==> src/rtl/ped_call_unit.sv <==
// ============================================================================
// Module  : ped_call_unit
// Brief   : Pedestrian call latch with minimum wait, walk handshake, post-walk
//           hold-off, saturating press counter and wait indicator LED.
// Revision: 1.0  initial release
// ============================================================================
`default_nettype none

module ped_call_unit #(
  parameter int C_MIN_WAIT = 3,
  parameter int C_HOLDOFF  = 2,
  parameter int C_CNT_W    = 4
) (
  input  logic               clk,
  input  logic               rst,
  input  logic               blink,
  input  logic               inBtn,
  input  logic               inWalk,
  output logic               outReq,
  output logic               outWaitLed,
  output logic [C_CNT_W-1:0] outPresses
);

  localparam int C_MAXP = (C_MIN_WAIT > C_HOLDOFF) ? C_MIN_WAIT : C_HOLDOFF;
  localparam int C_TW   = (C_MAXP > 1) ? $clog2(C_MAXP) : 1;

  localparam logic [C_TW-1:0] C_WAIT_LAST = C_TW'((C_MIN_WAIT > 0) ? C_MIN_WAIT - 1 : 0);
  localparam logic [C_TW-1:0] C_HOLD_LAST = C_TW'((C_HOLDOFF > 0) ? C_HOLDOFF - 1 : 0);

  typedef enum logic [2:0] {
    S_IDLE    = 3'd0,
    S_ARMED   = 3'd1,
    S_CALL    = 3'd2,
    S_SERVED  = 3'd3,
    S_HOLDOFF = 3'd4
  } state_t;

  state_t               state_q, state_d;
  logic [C_TW-1:0]      cnt_q, cnt_d;
  logic [C_CNT_W-1:0]   presses_q, presses_d;
  logic                 btn_q, blink_q;
  logic                 req_q, led_q;
  logic                 press, tick;

  assign press = inBtn & ~btn_q;
  assign tick  = blink & ~blink_q;

  // Single counter serves as waitCnt in ARMED and holdCnt in HOLDOFF.
  always_comb begin
    state_d   = state_q;
    cnt_d     = cnt_q;
    presses_d = presses_q;
    case (state_q)
      S_IDLE: begin
        if (press) begin
          state_d   = (C_MIN_WAIT == 0) ? S_CALL : S_ARMED;
          cnt_d     = '0;
          presses_d = C_CNT_W'(1);
        end
      end
      S_ARMED: begin
        if (inWalk) begin
          state_d   = S_SERVED;
          presses_d = '0;
        end else begin
          if (press && presses_q != '1) presses_d = presses_q + C_CNT_W'(1);
          if (tick) begin
            if (cnt_q == C_WAIT_LAST) state_d = S_CALL;
            else                      cnt_d   = cnt_q + C_TW'(1);
          end
        end
      end
      S_CALL: begin
        if (inWalk) begin
          state_d   = S_SERVED;
          presses_d = '0;
        end else if (press && presses_q != '1) begin
          presses_d = presses_q + C_CNT_W'(1);
        end
      end
      S_SERVED: begin
        presses_d = '0;
        if (!inWalk) begin
          state_d = (C_HOLDOFF == 0) ? S_IDLE : S_HOLDOFF;
          cnt_d   = '0;
        end
      end
      S_HOLDOFF: begin
        if (tick) begin
          if (cnt_q == C_HOLD_LAST) state_d = S_IDLE;
          else                      cnt_d   = cnt_q + C_TW'(1);
        end
      end
      default: begin
        state_d   = S_IDLE;
        cnt_d     = '0;
        presses_d = '0;
      end
    endcase
  end

  // Outputs are derived from the next state so they change with the state register.
  always_ff @(posedge clk) begin
    btn_q   <= inBtn;
    blink_q <= blink;
    if (rst) begin
      state_q   <= S_IDLE;
      cnt_q     <= '0;
      presses_q <= '0;
      req_q     <= 1'b0;
      led_q     <= 1'b0;
    end else begin
      state_q   <= state_d;
      cnt_q     <= cnt_d;
      presses_q <= presses_d;
      req_q     <= (state_d == S_CALL);
      led_q     <= (state_d == S_SERVED) |
                   (((state_d == S_ARMED) | (state_d == S_CALL)) & blink);
    end
  end

  assign outReq     = req_q;
  assign outWaitLed = led_q;
  assign outPresses = presses_q;

endmodule

`default_nettype wire
==> config.mk <==
export PLATFORM = sky130hd
export DESIGN_NAME = ped_call_unit
export DESIGN_NICKNAME = d
export VERILOG_FILES = /design/src/rtl/ped_call_unit.sv
export SDC_FILE = /design/constraint.sdc
export NUM_CORES = 1
export LEC_CHECK = 0
export CAP_MARGIN = 10
export CORE_UTILIZATION = 50
export CTS_BUF_LIST = sky130_fd_sc_hd__clkbuf_16
export CTS_CLUSTER_DIAMETER = 200
export DETAILED_ROUTE_END_ITERATION = 7
export PLACE_DENSITY_LB_ADDON = 0.12
export RECOVER_POWER = 100
export SLEW_MARGIN = 10
export SYNTH_ARGS = -nofsm -noshare
export SYNTH_HDL_FRONTEND = slang
export SYNTH_SLANG_ARGS = --single-unit
==> constraint.sdc <==
create_clock -name clk -period 1.8 [get_ports clk]
set_input_delay 0.27 -clock clk [delete_from_list [all_inputs] [get_ports clk]]
set_output_delay 0.27 -clock clk [all_outputs]
set_load 0.005 [all_outputs]
* Yosys cells after proc, flatten, opt, wreduce, memory -nomap -nowiden
Cells that the tools add are included.
** Word-level totals
- Output and inout port bits :: 6
- Bits in latches :: 0
- Logic and storage cells :: 62
- Memory bits (writable) :: 0
- Memories kept :: 0
- Flip-flop bits (word level) :: 13
- Input port bits :: 5
- ROM bits :: 0
** Operators by class
- Reduce and logical (&&, ||, !) cells :: 5
- Equal/unequal tests :: 18
- Add/sub/neg operators :: 2
- Bitwise gates (word level) :: 9
- Mux-type cells :: 21
- Multiply operators :: 0
- Shift operators :: 0
- Divide/modulo/power cells :: 0
- $lt $le $gt $ge :: 0
** Operators with widths (count)
- 3-bit 2-to-1 mux :: 8
- 3-bit one-hot mux with 5 select lines :: 1
- 2-bit 2-to-1 mux :: 7
- 2-bit inequality test, second input constant :: 7
- 3-bit by 2-bit == test with 1-bit output, second input constant :: 4
- 4-bit 2-to-1 mux :: 3
- 4-bit one-hot mux with 3 select lines :: 1
- 2-bit one-hot mux with 5 select lines :: 1
- 8-bit AND reduction :: 1
- 3-bit by 1-bit == test with 1-bit output, second input constant :: 2
- 4-bit by 1-bit adder with 4-bit output, second input constant :: 1
- 4-bit inequality test, second input constant :: 1
- 1-bit inverter :: 4
- 1-bit bitwise AND :: 3
- 3-bit == test, second input constant :: 1
- 3-bit zero test :: 1
- 3-bit by 1-bit inequality test with 1-bit output, second input constant :: 1
- 3-bit AND reduction :: 1
- 2-bit by 1-bit adder with 2-bit output, second input constant :: 1
- 2-bit by 1-bit == test with 1-bit output, second input constant :: 1
- 2-bit == test, second input constant :: 1
- 1-bit OR :: 2
- 2-bit OR reduction :: 1
- 1-bit logical AND :: 1

* Logic depth before layout (Yosys ltp)
- Depth after elaboration :: 9
- Mapped depth :: 6
- Gate-level depth less buffers :: 6

* Worst setup path after synthesis
OpenSTA, ideal clock, no wires.
- Kind :: reg2reg
- Start point :: register state_q[1]
- End point :: register cnt_q[0]
- Clock period less this slack :: 1540 ps
- Data required time :: 1679 ps
- Buffers on the path :: 1
- Data arrival time :: 1420 ps
- Setup time :: 121 ps
- Setup slack :: 260 ps
- Stages on the path, launching flop included :: 6
- Cell sequence :: dfxtp_1 -> buf_4 -> nor2_1 -> o221ai_1 -> a22oi_1 -> mux2_2
** Between the ends
- Word-level cells in the longest chain between the ends :: 3
- Elaborated cells between the ends (all ways) :: 15
- Classes of those cells :: eq/ne (11); mux (1); bitwise (1); reduce/logical (2)
** Ends and longest elaborated chain
- start: declaration :: RTL line 38 : state_t state_q, state_d;
- start signal: assignment :: RTL line 113 : state_q <= state_d;
- 3-bit == test, or another cell as far along :: RTL line 53 : case (state_q)
- 2-bit inequality test (no source line) or 1-bit inverter (tied branches)
- 8-bit AND reduction (no source line)
- end signal: assignment :: RTL line 114 : cnt_q <= cnt_d;
- end: declaration :: RTL line 39 : logic [C_TW-1:0] cnt_q, cnt_d;
Parallel ways exist; a longest one is shown, timed or not.
A chain may end at the register's enable or synchronous reset.

* Worst setup path after layout
- Start point :: input inBtn
- End point :: register cnt_q[0]
** Between the ends
- Word-level cells in the longest chain between the ends :: 3
** Ends and longest elaborated chain
- start: declaration :: RTL line 17 : input logic inBtn,
- 1-bit bitwise AND :: RTL line 45 : assign press = inBtn & ~btn_q;
- 2-bit inequality test (no source line)
- 8-bit AND reduction (no source line)
Every way passes these cells.

==> qor.json <==
{
  "clock_tree": {
    "clock_insertion_delay_worst_skew_ps": 240,
    "deepest_clock_path_buffer_count": 2,
    "cts_num_sinks": 13,
    "clkSlewWorstSetupHoldPaths_ps": 40,
    "cts_tree": "built",
    "clockRootBuffer": "sky130_fd_sc_hd__clkbuf_16",
    "cts_hold_buffers": 0,
    "htreeDepth": 1,
    "tritoncts.num_buffers": 3,
    "postCtsResizedCells": 0,
    "postCtsSetupBuffers": 0
  },
  "pwr": {
    "power-per-cell-area_nw_per_um2": 896,
    "swShare": 0.235,
    "power.net_switching_mw": 0.207,
    "internal_power_mw": 0.673,
    "seq_power_share": 0.360,
    "p_leak_nw": 0.407,
    "power.total_mw": 0.881,
    "clock_power_share": 0.464,
    "vdd.ir_drop.worst_v": 0.000513,
    "power.share.combinational": 0.177
  },
  "synth": {
    "yosys.cell_types.count": 39,
    "synth_top_cells_by_count": "sky130_fd_sc_hd__dfxtp_1, sky130_fd_sc_hd__nor2_1, sky130_fd_sc_hd__a21oi_1, sky130_fd_sc_hd__inv_1, sky130_fd_sc_hd__nand2b_1",
    "synthesis.nets": 92,
    "syn-cell-area_sq_um": 761,
    "synth-edff-count": 0,
    "post_synth.cell_area_avg_sq_um": 9.06,
    "yosysTopAreaCell": "sky130_fd_sc_hd__dfxtp_1",
    "synthDominantCellAreaShare": 0.342,
    "postSynthCellCount": 84,
    "synth_ff_type": "sky130_fd_sc_hd__dfxtp_1",
    "synth_seq_area_share": 0.342,
    "synthMostInstantiatedCell": "sky130_fd_sc_hd__dfxtp_1",
    "yosys_register_bits": 13,
    "synth.area.top_cells": "sky130_fd_sc_hd__dfxtp_1, sky130_fd_sc_hd__ha_1, sky130_fd_sc_hd__nor2_1, sky130_fd_sc_hd__o32ai_4, sky130_fd_sc_hd__a21oi_1",
    "async_reset_ff_frac": 0,
    "yosysWarningCount": 0
  },
  "worst_setup_path": {
    "crit_path_top_delay_cell": "sky130_fd_sc_hd__dlygate4sd3_1",
    "crit_path_max_fanout": 3,
    "critPathCapture": "cnt_q[0]",
    "crit_buf_inv": 1,
    "critPathLaunchType": "primary input",
    "worst_r2r_path_depth": 4,
    "critical_path_depth": 5,
    "r2r_start": "state_q[0]",
    "path_delay_family": "buffers and inverters",
    "endpoint_of_the_worst_slack_reg_to_reg_timing_path": "cnt_q[0]",
    "worst-setup-path-type": "in -> reg",
    "slowest_delay_ps": 560,
    "worstPathRequired_ps": 1930,
    "arrival_worst_endpoint_ps": 1840,
    "worstPathCellList": "dlygate4sd3_1 > nor3b_2 > a22o_1 > a22oi_1 > mux2_2",
    "worstSetupStartpoint": "inBtn",
    "cp-end-kind": "flip-flop",
    "r2r_setup_slack_ps": 110
  },
  "floorplanning": {
    "placementRows": 13,
    "initial_core_util": 0.563,
    "num_io_pins": 11,
    "die-area_sq_um": 1680,
    "die_width_um": 41.0,
    "core_area_sq_um": 1350,
    "die_y_um": 41.0
  },
  "timing": {
    "timing.final.max_slew_violations": 0,
    "max_slew_margin": 0.710,
    "final_period_minus_worst_setup_slack_ps": 1710,
    "largest_clock_skew_in_the_final_design_ps": 3.39,
    "rsz0062_at_grt": "false",
    "timing.fmax_mhz": 584,
    "min_period_over_period": 0.951,
    "post-route-worst-setup-slack_ps": 88.6,
    "setup_viol": 0,
    "final_hold_violation_count": 0,
    "tightestPinTransition_ps": 433
  },
  "route": {
    "firstDrtPassIters": 4,
    "count_of_antenna_violating_nets_left_after_detailed_routing": 0,
    "drc": 0,
    "vias": 660,
    "dr.first_iter.drc_count": 19,
    "avgViaCountPerCell": 5.69,
    "detail_route.wirelength_mm": 1.63,
    "drt-wirelength-per-cell_um": 14.0
  },
  "flow_run": {
    "max_cap_violations": 0
  },
  "finish": {
    "finalNetCount": 110,
    "antennaDiodeCount": 0,
    "layout-drive-gt1-share": 0.168,
    "area_delta_synth_final_pct": 29.3
  },
  "placement": {
    "post-place-ws_ps": -55.6,
    "port-buffer-count": 10,
    "post-dp-hpwl_mm": 1.15,
    "gp_routability_congestion": 0.779
  },
  "global_routing": {
    "first_global_vias": 591,
    "pin_count_of_the_biggest_net_entering_global_routing": 15,
    "groute.usage.overall": 0.234,
    "grt_first_pass_wirelength_mm": 2.47,
    "antenna_found_initial": 0,
    "aggregate_global_routing_overflow": 0
  },
  "min_path": {
    "worstHoldStart": "outPresses[3]",
    "worstHoldPathType": "reg -> reg"
  },
  "run_status": {
    "run_status": "completed"
  }
}
## flip-flops by register name, indices dropped and copies added (netlist names)
name and flops:
outPresses 4, state_q 3, cnt_q 2, blink_q 1, btn_q 1, outReq 1, outWaitLed 1
## per-layer routing
| metal | wire length [um] | vias to the layer above | GRT usage |
|---|---|---|---|
| met1 | 716 | 297 | 0.256 |
| li1 | - | 335 | - |
| met3 | 75 | 4 | 0.0489 |
| met5 | 0 | - | 0 |
| met4 | 27 | 0 | 0.150 |
| met2 | 806 | 24 | 0.402 |
## tightest hold or removal path, cell delays in order, from the launching register on
cell	delay (ps)
sky130_fd_sc_hd__dfxtp_1	320
sky130_fd_sc_hd__nand3b_1	80
sky130_fd_sc_hd__mux2i_1	60
## power groups by stage
stage	Clock, mW	Sequential, mW	Combinational [mW]
2_1_floorplan	0	0.318	0.108
4_1_cts	0.419	0.317	0.159
3_3_place_gp	0	0.322	0.152
5_1_grt	0.434	0.319	0.169
3_5_place_dp	0	0.322	0.154
6_report	0.408	0.317	0.156
## metrics by stage
stage               hold slack, ps  instance area [sq um]  std cells   util  TNS [ps]
CTS                            519                    987        116  0.731         0
finish                         510                    983        116  0.728         0
global placement               494                    908        112  0.673     -70.4
floorplan                      298                    761         84      -         0
global route                   561                    983        116  0.728         0
detailed placement             513                    908        112  0.673      -158
## cell type report
class	instances	area [sq um]
clock buffers	3	75.1
clock inverters	1	3.75
repair buffers	18	156
fillers	114	367
flip-flops and latches	13	260
inverters	4	15.0
well taps	15	18.8
multi-input cells	62	454
## worst min-delay path by stage
stage	end	slack (ps)	depth (start not counted)
floorplan	blink_q	300	0
global placement	outPresses[3]	490	2
detailed placement	outPresses[3]	510	2
CTS	outPresses[3]	520	2
global route	outPresses[3]	560	2
finish	outPresses[3]	510	2
## cells in the final DEF (no fill, tap or decap), types with 3 or more instances in the layout
cell type / n
sky130_fd_sc_hd__nand2b_1: 4
sky130_fd_sc_hd__inv_1: 5
sky130_fd_sc_hd__a21oi_1: 5
sky130_fd_sc_hd__clkbuf_16: 3
sky130_fd_sc_hd__nor3_1: 3
sky130_fd_sc_hd__dlygate4sd3_1: 8
sky130_fd_sc_hd__a31oi_1: 3
sky130_fd_sc_hd__nor2_1: 8
sky130_fd_sc_hd__buf_4: 7
sky130_fd_sc_hd__o21ai_0: 3
sky130_fd_sc_hd__ha_1: 3
sky130_fd_sc_hd__dfxtp_1: 13
## logic make-up (layout without fill, tap and decap cells)
kind of cell             Yosys count  in the layout  share of synthesized area
AO/OA/AOI/OAI                     20             20                      0.202
XOR/XNOR                           2              2                     0.0329
adder cells (fa/ha/maj)            3              3                     0.0493
buffers and inverters              9             26                     0.0608
flip-flops                        13             13                      0.342
multiplexers                       4              4                     0.0559
AND/OR/NAND/NOR                   33             33                      0.257
Power figures use the tool's default switching activity.
==> variant 1: new RTL, config.mk and constraints unchanged <==
Put one more register stage on the output `outWaitLed`, without a reset. The value now appears one clock later. The other outputs are not delayed to match.
--- a/src/rtl/ped_call_unit.sv
+++ b/src/rtl/ped_call_unit.sv
@@ -120,7 +120,9 @@
   end
 
   assign outReq     = req_q;
-  assign outWaitLed = led_q;
+  always_ff @(posedge clk) begin
+    outWaitLed <= led_q;
+  end
   assign outPresses = presses_q;
 
 endmodule
Check against the original RTL: not equivalent (Yosys sat finds a counterexample within 4 cycles, from zero or initial values and one cycle with rst high).
==> variant 1 against the unedited design <==
- sequential power grew 9.8%
- synthesized area increased by 2.6%
- total power increased by 1.5%
- clock skew shrank 0.0027 ns
- clock power fell by 3%
- worst setup slack improved by 0.0086 ns
- register-to-register slack improved by 0.06 ns
- highest routed layer unchanged
- via count increased by 3.6%
- sequential share of layout area grew 1.5 points
- die area grew 2.5%
- wire length is 1.3% lower
- design area up 1.9%
- sequential cell count is 1 higher
- largest cell class unchanged
==> variant 1: results <==
export IMPL_hold_depth=0
export IMPL_dp_slack_ns=-0.0236
export IMPL_insertion_delay_ns=0.24
export IMPL_ctsResizeCount=0
export IMPL_htree_levels=1
export IMPL_post_cts_buffers=0
export IMPL_reg2reg_setup_slack_ns=0.17
export IMPL_drive_above_1_share=0.178
export IMPL_synth_warnings=0
export IMPL_p_leak_nw=0.410
export IMPL_grt_pass1_vias=603
export IMPL_r2r_end="outPresses[2]"
export IMPL_cp_arrival_ns=1.82
export IMPL_nNetsFinal=111
export IMPL_swShare=0.222
export IMPL_setup_violations=0
export IMPL_grtUsageTotal=0.198
export IMPL_post_dp_hpwl_um=1120
export IMPL_wl_um=1610
export IMPL_ys_seq_area_frac=0.359
export IMPL_drtIter0Drc=30
export IMPL_cts_buffer_depth=2
export IMPL_grt_pass1_wl_um=2700
export IMPL_antenna_cells=0
export IMPL_hold_class="reg2reg"
export IMPL_hp_start="led_q"
export IMPL_synth_fp_nets=93
export IMPL_synthArstFlopShare=0
export IMPL_yosys_top_cells_count="dfxtp_1, nor2_1, a21oi_1"
export IMPL_synth_area_leaders="dfxtp_1, ha_1, nor2_1, o32ai_4, a21oi_1"
export IMPL_gp_congestion=0.821
export IMPL_placed_cell_area_sq_um=928
export IMPL_status="completed"
export IMPL_whs_ns=0.326
export IMPL_r2r_start="state_q[0]"
export IMPL_grt_max_degree=11
export IMPL_vias=684
export IMPL_synth_cell_type_count=39
export IMPL_n_fill_cell=106
export IMPL_slew_headroom=0.742
export IMPL_fin_skew_ns=0.000683
export IMPL_firstDrtPassIters=4
export IMPL_antenna_found_initial=0
export IMPL_holdPathEnd="outWaitLed"
export IMPL_ir_worst_vdd_mv=0.556
export IMPL_cp_max_fo=3
export IMPL_synthFlopType="dfxtp_1"
export IMPL_largest_reg_flops=4
export IMPL_report_final_slew_viol_count=0
variant 1: cell count changes after synthesis, sizes merged:
cell and delta:
dfxtp +1
variant 1: through the flow:
step / setup TNS (ns) / utilization / cells
2_1_floorplan: 0 / - / 85
3_3_place_gp: 0 / 0.671 / 113
3_5_place_dp: -0.0364 / 0.671 / 113
4_1_cts: 0 / 0.726 / 116
5_1_grt: 0 / 0.725 / 116
6_report: 0 / 0.725 / 116
variant 1: how the worst max path moves through the flow:
stage / start / to / slack [ns] / depth (start not counted)
after floorplan: state_q[1] / cnt_q[0] / 0.26 / 5
after global placement: inBtn / cnt_q[1] / 0.04 / 5
after detailed placement: inWalk / cnt_q[0] / -0.02 / 5
after CTS: state_q[0] / cnt_q[0] / 0.10 / 4
after global routing: inBtn / cnt_q[0] / 0.03 / 5
final: inBtn / cnt_q[0] / 0.1 / 5
variant 1: cell type report:
cell class | instances | area (sq um) | share of cell area
Clock buffer | 3 | 75.1 | 0.0749
Inverter | 4 | 15.0 | 0.0150
Multi-Input combinational cell | 62 | 457 | 0.456
Sequential cell | 14 | 280 | 0.280
Tap cell | 15 | 18.8 | 0.0187
Timing Repair Buffer | 18 | 156 | 0.156
variant 1: critical path, stage by stage:
cell and delay [ns]:
dlygate4sd3_1 0.56, nor3b_2 0.19, a22o_1 0.18, a22oi_1 0.24, mux2_2 0.38
variant 1: cells by family (layout without fill, tap and decap cells):
| kind of cell | count (synthesis) | after routing | synth area share |
|---|---|---|---|
| simple gates | 33 | 33 | 0.250 |
| flops | 14 | 14 | 0.359 |
| xor+xnor | 2 | 2 | 0.0321 |
| fa+ha+maj | 3 | 3 | 0.0481 |
| buf+inv | 9 | 25 | 0.0593 |
| compound gates | 20 | 20 | 0.197 |
| mux | 4 | 4 | 0.0545 |
variant 1: routing by layer:
layer / global-route usage / routed length (um) / vias to the layer above
met5: 0 / 0 / -
met4: 0.0968 / 14 / 0
met3: 0.0435 / 79 / 2
met2: 0.288 / 714 / 22
met1: 0.276 / 796 / 319
li1: - / - / 341
variant 1: power groups by stage:
stage / combinational, mW / clock (mW) / sequential, mW
2_1_floorplan: 0.108 / 0 / 0.343
3_3_place_gp: 0.148 / 0 / 0.352
3_5_place_dp: 0.150 / 0 / 0.352
4_1_cts: 0.151 / 0.405 / 0.347
5_1_grt: 0.162 / 0.421 / 0.351
6_report: 0.149 / 0.397 / 0.348
==> variant 2: new RTL, same settings <==
Without the edit above. `C_HOLDOFF`: 2 -> 1.
--- a/src/rtl/ped_call_unit.sv
+++ b/src/rtl/ped_call_unit.sv
@@ -8,7 +8,7 @@
 
 module ped_call_unit #(
   parameter int C_MIN_WAIT = 3,
-  parameter int C_HOLDOFF  = 2,
+  parameter int C_HOLDOFF  = 1,
   parameter int C_CNT_W    = 4
 ) (
   input  logic               clk,
Behaviour: not the same (Yosys sat finds a counterexample within 10 cycles, from zero or initial values and one cycle with rst high).
==> variant 2 against the unedited design <==
- synthesized area increased by 0.66%
- total power increased by 0.24%
- die area increased by 0.64%
- sequential cell count unchanged
- wire length increased by 4.7%
- cell count decreased by 3.4%
- clock skew increased by 0.0020 ns
- largest cell class unchanged
- sequential share of layout area increased by 0.47 points
- global-route usage increased by 1.2 points
- design area decreased by 1.3%
- critical path depth decreased by 1
- worst hold slack got worse by 0.020 ns
- non-clock buffer count decreased by 3
- worst setup slack improved by 0.063 ns
==> variant 2: results <==
export IMPL_synthFlopType="dfxtp_1"
export IMPL_post_cts_buffers=0
export IMPL_htree_levels=1
export IMPL_whs_ns=0.490
export IMPL_p_leak_nw=0.393
export IMPL_reg2reg_setup_slack_ns=0.15
export IMPL_grt_max_degree=11
export IMPL_firstDrtPassIters=4
export IMPL_synth_area_leaders="dfxtp_1, mux2i_1, ha_1, nand2b_1, o32ai_4"
export IMPL_cp_slowest_cell="dfxtp_1"
export IMPL_wl_per_cell_um=15.2
export IMPL_ys_seq_area_frac=0.340
export IMPL_grt_pass1_wl_um=2690
export IMPL_antenna_found_initial=0
export IMPL_n_fill_cell=111
export IMPL_grt_pass1_vias=622
export IMPL_gp_congestion=0.777
export IMPL_port_buffers=10
export IMPL_synth_cells=83
export IMPL_status="completed"
export IMPL_synth_cell_type_count=41
export IMPL_ir_worst_vdd_mv=0.458
export IMPL_fin_skew_ns=0.00534
export IMPL_wl_um=1700
export IMPL_drt_met1_wl_um=762
export IMPL_post_dp_hpwl_um=1230
export IMPL_drtIter0Drc=20
export IMPL_critPathTopFamily="compound AO/OA/AOI/OAI gates"
export IMPL_ctsResizeCount=0
export IMPL_drive_above_1_share=0.144
export IMPL_grtUsageTotal=0.246
export IMPL_p_int_mw=0.672
export IMPL_synth_warnings=0
export IMPL_hp_start="cnt_q[0]"
export IMPL_max_stage_delay_ns=0.41
export IMPL_cp_max_fo=10
export IMPL_synth_fp_nets=91
export IMPL_nNetsFinal=106
export IMPL_vias_per_cell=5.97
export IMPL_tightest_slew_ns=0.414
export IMPL_largest_reg_flops=4
export IMPL_met3WireLength_um=100
export IMPL_dr_wl_met2_um=810
export IMPL_cts_buffer_depth=2
export IMPL_yosys_top_cells_count="dfxtp_1, nor2_1, a21oi_1, nand2b_1"
export IMPL_cts_buffers=3
export IMPL_timing_critical_path_from="state_q[1]"
-- variant 2: kinds of logic after synthesis --
family	after synthesis	synth area share
AO/OA/AOI/OAI	20	0.201
XOR/XNOR	2	0.0327
adder cells (fa/ha/maj)	3	0.0490
buffers and inverters	9	0.0605
flip-flops	13	0.340
multiplexers	4	0.0523
AND/OR/NAND/NOR	32	0.265
-- variant 2: layer usage --
metal	track usage	up-vias
met4	0.121	0
met5	0	-
met3	0.0489	4
met1	0.306	308
li1	-	331
met2	0.398	26
-- variant 2: power by group through the flow --
stage               clock (mW)  combinational [mW]  sequential (mW)
CTS                      0.420               0.147            0.324
global route             0.431               0.157            0.328
global placement             0               0.141            0.328
floorplan                    0               0.108            0.317
detailed placement           0               0.146            0.329
finish                   0.414               0.144            0.325
-- variant 2: worst register-to-register path, stage by stage, from the launching register on --
cell and delay, ns:
dfxtp_1 0.41, nor2_1 0.38, o221ai_1 0.21, a22oi_1 0.36
mux2i_1 0.22
-- variant 2: path summary, 6_finish.rpt --
check	end	cells after the start
max	cnt_q[1]	4
min	cnt_q[0]	2
max reg2reg	cnt_q[1]	4
min reg2reg	cnt_q[0]	2
-- variant 2: metrics by stage --
step                utilization  worst slack (ns)   TNS, ns  cell area (sq um)
finish                    0.711             0.152         0                971
global route              0.711            0.0130         0                971
CTS                       0.710             0.155         0                970
detailed placement        0.652          -0.00830  -0.00830                891
global placement          0.652            0.0416         0                891
floorplan                     -             0.314         0                766
-- variant 2: final cells by class --
| cell class | count | area share |
|---|---|---|
| well taps | 15 | 0.0193 |
| flip-flops and latches | 13 | 0.269 |
| multi-input cells | 61 | 0.473 |
| clock buffers | 3 | 0.0773 |
| inverters | 4 | 0.0155 |
| repair buffers | 15 | 0.142 |
| clock inverters | 1 | 0.00387 |
